`config.mk`:
```
export PLATFORM = sky130hd
export DESIGN_NAME = cache_arbiter
export DESIGN_NICKNAME = d
export VERILOG_FILES = /design/src/rtl/rv32i_types.sv /design/src/rtl/cache_arbiter.sv
export SDC_FILE = /design/constraint.sdc
export NUM_CORES = 1
export LEC_CHECK = 0
export CORE_AREA = 2 2 539 541
export CTS_CLUSTER_SIZE = 10
export DETAILED_ROUTE_END_ITERATION = 7
export DIE_AREA = 0 0 541 543
export PLACE_DENSITY = 0.3
export SLEW_MARGIN = 20
export SYNTH_ARGS = -nofsm -noshare
export SYNTH_HDL_FRONTEND = slang
export SYNTH_SLANG_ARGS = --single-unit
```
`constraint.sdc`:
```
create_clock -name clk -period 2.2 [get_ports clk]
set_input_delay 0.44 -clock clk [delete_from_list [all_inputs] [get_ports clk]]
set_output_delay 0.44 -clock clk [all_outputs]
set_load 0.01 [all_outputs]
```
`src/rtl/rv32i_types.sv`:
```
// rv32i_types: shared enums for the L1-to-memory cache arbiter
package rv32i_types;
  typedef enum logic [1:0] {IDLE, I_ACT, D_ACT, RECOVER} arb_state_t;
  typedef enum logic {SRC_I, SRC_D} arb_src_t;
endpackage

```
`src/rtl/cache_arbiter.sv`:
```
// cache_arbiter: round-robin sharing of one memory line port between I-cache and D-cache
//   i_*   : I-cache read request (held until i_resp), line data back with i_resp
//   d_*   : D-cache fill/writeback request (held until d_resp), line data back with d_resp
//   mem_* : single memory port, op held from hold regs until mem_resp
module cache_arbiter
  import rv32i_types::*;
#(
  parameter int LINE_W = 256,
  parameter int ADDR_W = 32
) (
  input  logic              clk,
  input  logic              rst,
  input  logic              i_read,
  input  logic [ADDR_W-1:0] i_addr,
  output logic [LINE_W-1:0] i_rdata,
  output logic              i_resp,
  input  logic              d_read,
  input  logic              d_write,
  input  logic [ADDR_W-1:0] d_addr,
  input  logic [LINE_W-1:0] d_wdata,
  output logic [LINE_W-1:0] d_rdata,
  output logic              d_resp,
  output logic              mem_read,
  output logic              mem_write,
  output logic [ADDR_W-1:0] mem_addr,
  output logic [LINE_W-1:0] mem_wdata,
  input  logic [LINE_W-1:0] mem_rdata,
  input  logic              mem_resp
);
  arb_state_t        state_q;
  arb_src_t          last_q;
  logic              wr_q;
  logic [ADDR_W-1:0] addr_q;
  logic [LINE_W-1:0] wdata_q;
  logic              grant_d, grant_i, act;
  // D wins when it is alone or when I had the previous grant
  assign grant_d = (d_read | d_write) & (~i_read | (last_q == SRC_I));
  assign grant_i = i_read & ~grant_d;
  always_ff @(posedge clk) begin
    if (rst) begin
      state_q <= IDLE;
      last_q  <= SRC_D;
      wr_q    <= 1'b0;
      addr_q  <= '0;
      wdata_q <= '0;
    end else begin
      unique case (state_q)
        IDLE: if (grant_d | grant_i) begin
          state_q <= grant_d ? D_ACT : I_ACT;
          last_q  <= grant_d ? SRC_D : SRC_I;
          addr_q  <= grant_d ? d_addr : i_addr;
          wr_q    <= grant_d & d_write;
          wdata_q <= d_wdata;
        end
        I_ACT, D_ACT: if (mem_resp) state_q <= RECOVER;
        default: state_q <= IDLE;
      endcase
    end
  end
  assign act       = (state_q == I_ACT) | (state_q == D_ACT);
  assign mem_read  = (state_q == I_ACT) | ((state_q == D_ACT) & ~wr_q);
  assign mem_write = (state_q == D_ACT) & wr_q;
  assign mem_addr  = act ? addr_q : '0;
  assign mem_wdata = mem_write ? wdata_q : '0;
  assign i_resp    = (state_q == I_ACT) & mem_resp;
  assign d_resp    = (state_q == D_ACT) & mem_resp;
  assign i_rdata   = i_resp ? mem_rdata : '0;
  assign d_rdata   = d_resp ? mem_rdata : '0;
  // simultaneous fill and writeback from the D-cache is a requester bug; write still wins
  a_d_op_onehot: assert property (@(posedge clk) disable iff (rst) !(d_read && d_write));
endmodule
```
==> run_results.csv <==
group,metric,value,unit
timing,grt_setup_unrepaired,"true",
timing,maxSlewViolCount,0,
cts,cts.path.max_buffers,3,
pwr,p_sw_share,44.5,%
logic_synthesis,yosysTopAreaCellShare,36.4,%
pwr,p_per_area,969,nW/um^2
layout,fillCellCount,32799,
pwr,intPower,22700,uW
layout,syn_to_final_growth,163,%
critical_path,crit_path_top_delay_cell,"clkdlybuf4s50_1",
logic_synthesis,syn_inst,2293,
logic_synthesis,synth_edf_count,0,
critical_path,path_common_cell,"buf_12",
critical_path,startpoint_type,"register",
global_routing,grt_pass1_wl,339,mm
global_routing,grt_pass1_vias,24508,
critical_path,crit_fanout,24,
cts,cts_root_buf,"clkbuf_16",
run_status,violations,"setup timing",
logic_synthesis,ys_ff_latch,292,
placement,portBuffers,1385,
floorplanning,rows,197,
pwr,clockPowerShare,18.3,%
critical_path,arrival,2.46,ns
timing,finalCritPeriodShare,132,%
timing,clock_skew,0.0312,ns
logic_synthesis,synthTopCellsByArea,"dfxtp_1, and3_1, nand2_1, a21oi_1, clkbuf_1",
logic_synthesis,syn_nets,2879,
critical_path,slowest_delay,0.55,ns
global_routing,grt_max_degree,68,
logic_synthesis,syn_area,16100,um^2
floorplanning,fp.dieArea,294000,um^2
floorplanning,die_x,541,um
drt,antenna_left,0,
timing,fin_ws,-0.704,ns
logic_synthesis,async_flop_share,0,%
global_routing,overflow,0,
timing,worstMarginPinSlew,0.614,ns
run_status,status,"finished with violations",
floorplanning,io_pins,1386,
floorplanning,core,287000,um^2
floorplanning,start_util,5.59,%
drt,drt_iter0_markers,1401,
timing,setup_viol,804,
min_path,hold_class,"in2reg",
drt,vias,25083,
logic_synthesis,syn_area_per_cell,7.00,um^2
timing,hold_viol,0,
logic_synthesis,ys_seq_area_share,36.4,%
global_routing,antenna_found_initial,238,
pwr,p_comb_share,62.4,%
drt,wire_per_inst,36.9,um
pwr,power_leakage,0.0213,uW
critical_path,worstPathBufferInverterCount,5,
cts,cts.sinks,292,
critical_path,crit_type,"reg2out",
cts,insertion_delay,0.66,ns
layout,nNetsFinal,4410,
pwr,p_total,40900,uW
timing,finalCriticalPeriod,2.90,ns
cts,cts_made_buffers,45,
timing,fin_setup_tns,-348.90,ns
timing,whs,0.230,ns
layout,multi_input_comb_area,9540,um^2
timing,slew-limit-headroom,59.1,%
critical_path,path_cells,"buf_4 -> ha_4 -> buf_12 -> buf_12 -> buf_6 -> and3_1 -> clkdlybuf4s50_1",
logic_synthesis,yosysUniqueCellTypes,23,
drt,avgViaCountPerCell,3.24,
cts,ctsHtreeMaxLevel,2,
global_routing,track_usage,18.6,%
layout,post_route_cells_drive_above_1_share,28.2,%
timing,fmax,344,MHz
critical_path,endpoint_kind,"output port",
cts,cts_tree,"done",
logic_synthesis,synth_commonest_cells,"and3_1, nand2_1, dfxtp_1",
pwr,peakVddDrop,639,uV
cts,clk_pin_slew,0.07,ns
placement,gp_congestion,0.964,
cts,cts_hold_buf,0,
critical_path,cp.required,1.76,ns
logic_synthesis,synth-main-ff-cell,"dfxtp_1",
pwr,switchingPower,18200,uW
logic_synthesis,yosysWarningCount,0,
critical_path,path_delay_family,"buffers and inverters",
layout,seqCellArea,5850,um^2
logic_synthesis,yosys.area.top_type,"dfxtp_1",
drt,drc_errors,0,
pwr,seqPwrFrac,19.3,%
run,maxCapViolations,0,
placement,dpl.hpwl,248,mm
drt,drt-pass1-iter-count,8,
drt,wirelength,286,mm
logic_synthesis,yosysMostFrequentCell,"and3_1",
floorplanning,die_h,543,um
[state kept, by name (all words and copies together) (netlist names)]
signal	flops
addr_q	32
last_q	1
state_q	2
wdata_q	256
wr_q	1
[layer usage]
metal	part of all wire, %	track usage, %
met5	0.31	0
met4	4.4	7.04
met3	15	11.9
met2	45	30.2
met1	35	19.0
[what timing repair did]
action                     4_1_cts  5_1_grt
hold endpoints to repair         0        0
buffers inserted                35       24
setup endpoints to repair      804      804
gates resized for setup        708      578
pin swaps                        9        0
cloned                          16        9
[worst paths after layout]
check                       to  cells past startpoint        start  slack (ns)
setup reg to reg  wdata_q[106]                      9   state_q[1]        0.29
setup / recovery  i_rdata[128]                      7   state_q[0]       -0.70
hold reg to reg    wdata_q[29]                      2  wdata_q[29]        0.45
hold / removal    wdata_q[240]                      2          rst        0.23
[layout by cell type (no fill, tap or decap), drive strengths merged, types with 2 or more instances in the layout]
| cell | n |
|---|---|
| ha | 4 |
| diode | 105 |
| and3 | 768 |
| dlymetal6s2s | 156 |
| o32ai | 2 |
| nor2 | 33 |
| a21oi | 259 |
| dlygate4sd2 | 38 |
| a311oi | 32 |
| nand2 | 576 |
| inv | 6 |
| clkdlybuf4s50 | 656 |
| bufinv | 3 |
| buf | 829 |
| clkinvlp | 2 |
| clkdlybuf4s15 | 15 |
| dfxtp | 292 |
| and2 | 35 |
| bufbuf | 3 |
| clkinv | 11 |
| clkbuf | 124 |
[power groups by stage]
stage	Sequential, uW	Combinational [uW]	Clock (uW)
3_5_place_dp	8010	22700	0
3_3_place_gp	8040	22700	0
2_1_floorplan	7180	8150	0
5_1_grt	8060	27200	8030
4_1_cts	7940	25400	7920
6_report	7880	25500	7490
[cell type report]
type | count | share of cell area [%]
multi-input combinational | 1718 | 22.6
sequential | 292 | 13.9
antenna | 105 | 0.623
clock inverter | 18 | 0.525
timing repair buffer | 1763 | 48.2
clock buffer | 59 | 2.89
tap | 3781 | 11.2
inverter | 4 | 0.0356
[per-stage QoR]
stage	cell area (um^2)	util, %	std cells	setup WS, ns
3_5_place_dp	38900	13.5	7481	-0.313
2_1_floorplan	16100	-	2293	0.251
6_report	42200	14.7	7740	-0.704
3_3_place_gp	38900	13.5	7481	-0.313
5_1_grt	42000	14.6	7677	-0.770
4_1_cts	41400	14.4	7608	-0.864
[cells by family (layout without fill, tap and decap cells)]
logic type,count (synthesis),in the layout,synth area share [%]
and+or+nand+nor,1413,1413,45.6
AOI/OAI and AO/OA,301,301,10.5
DFF,292,292,36.4
buffers and inverters,283,1844,7.24
adders and majority gates,4,4,0.312
other,0,105,0
(Power assumes the default switching activity.)
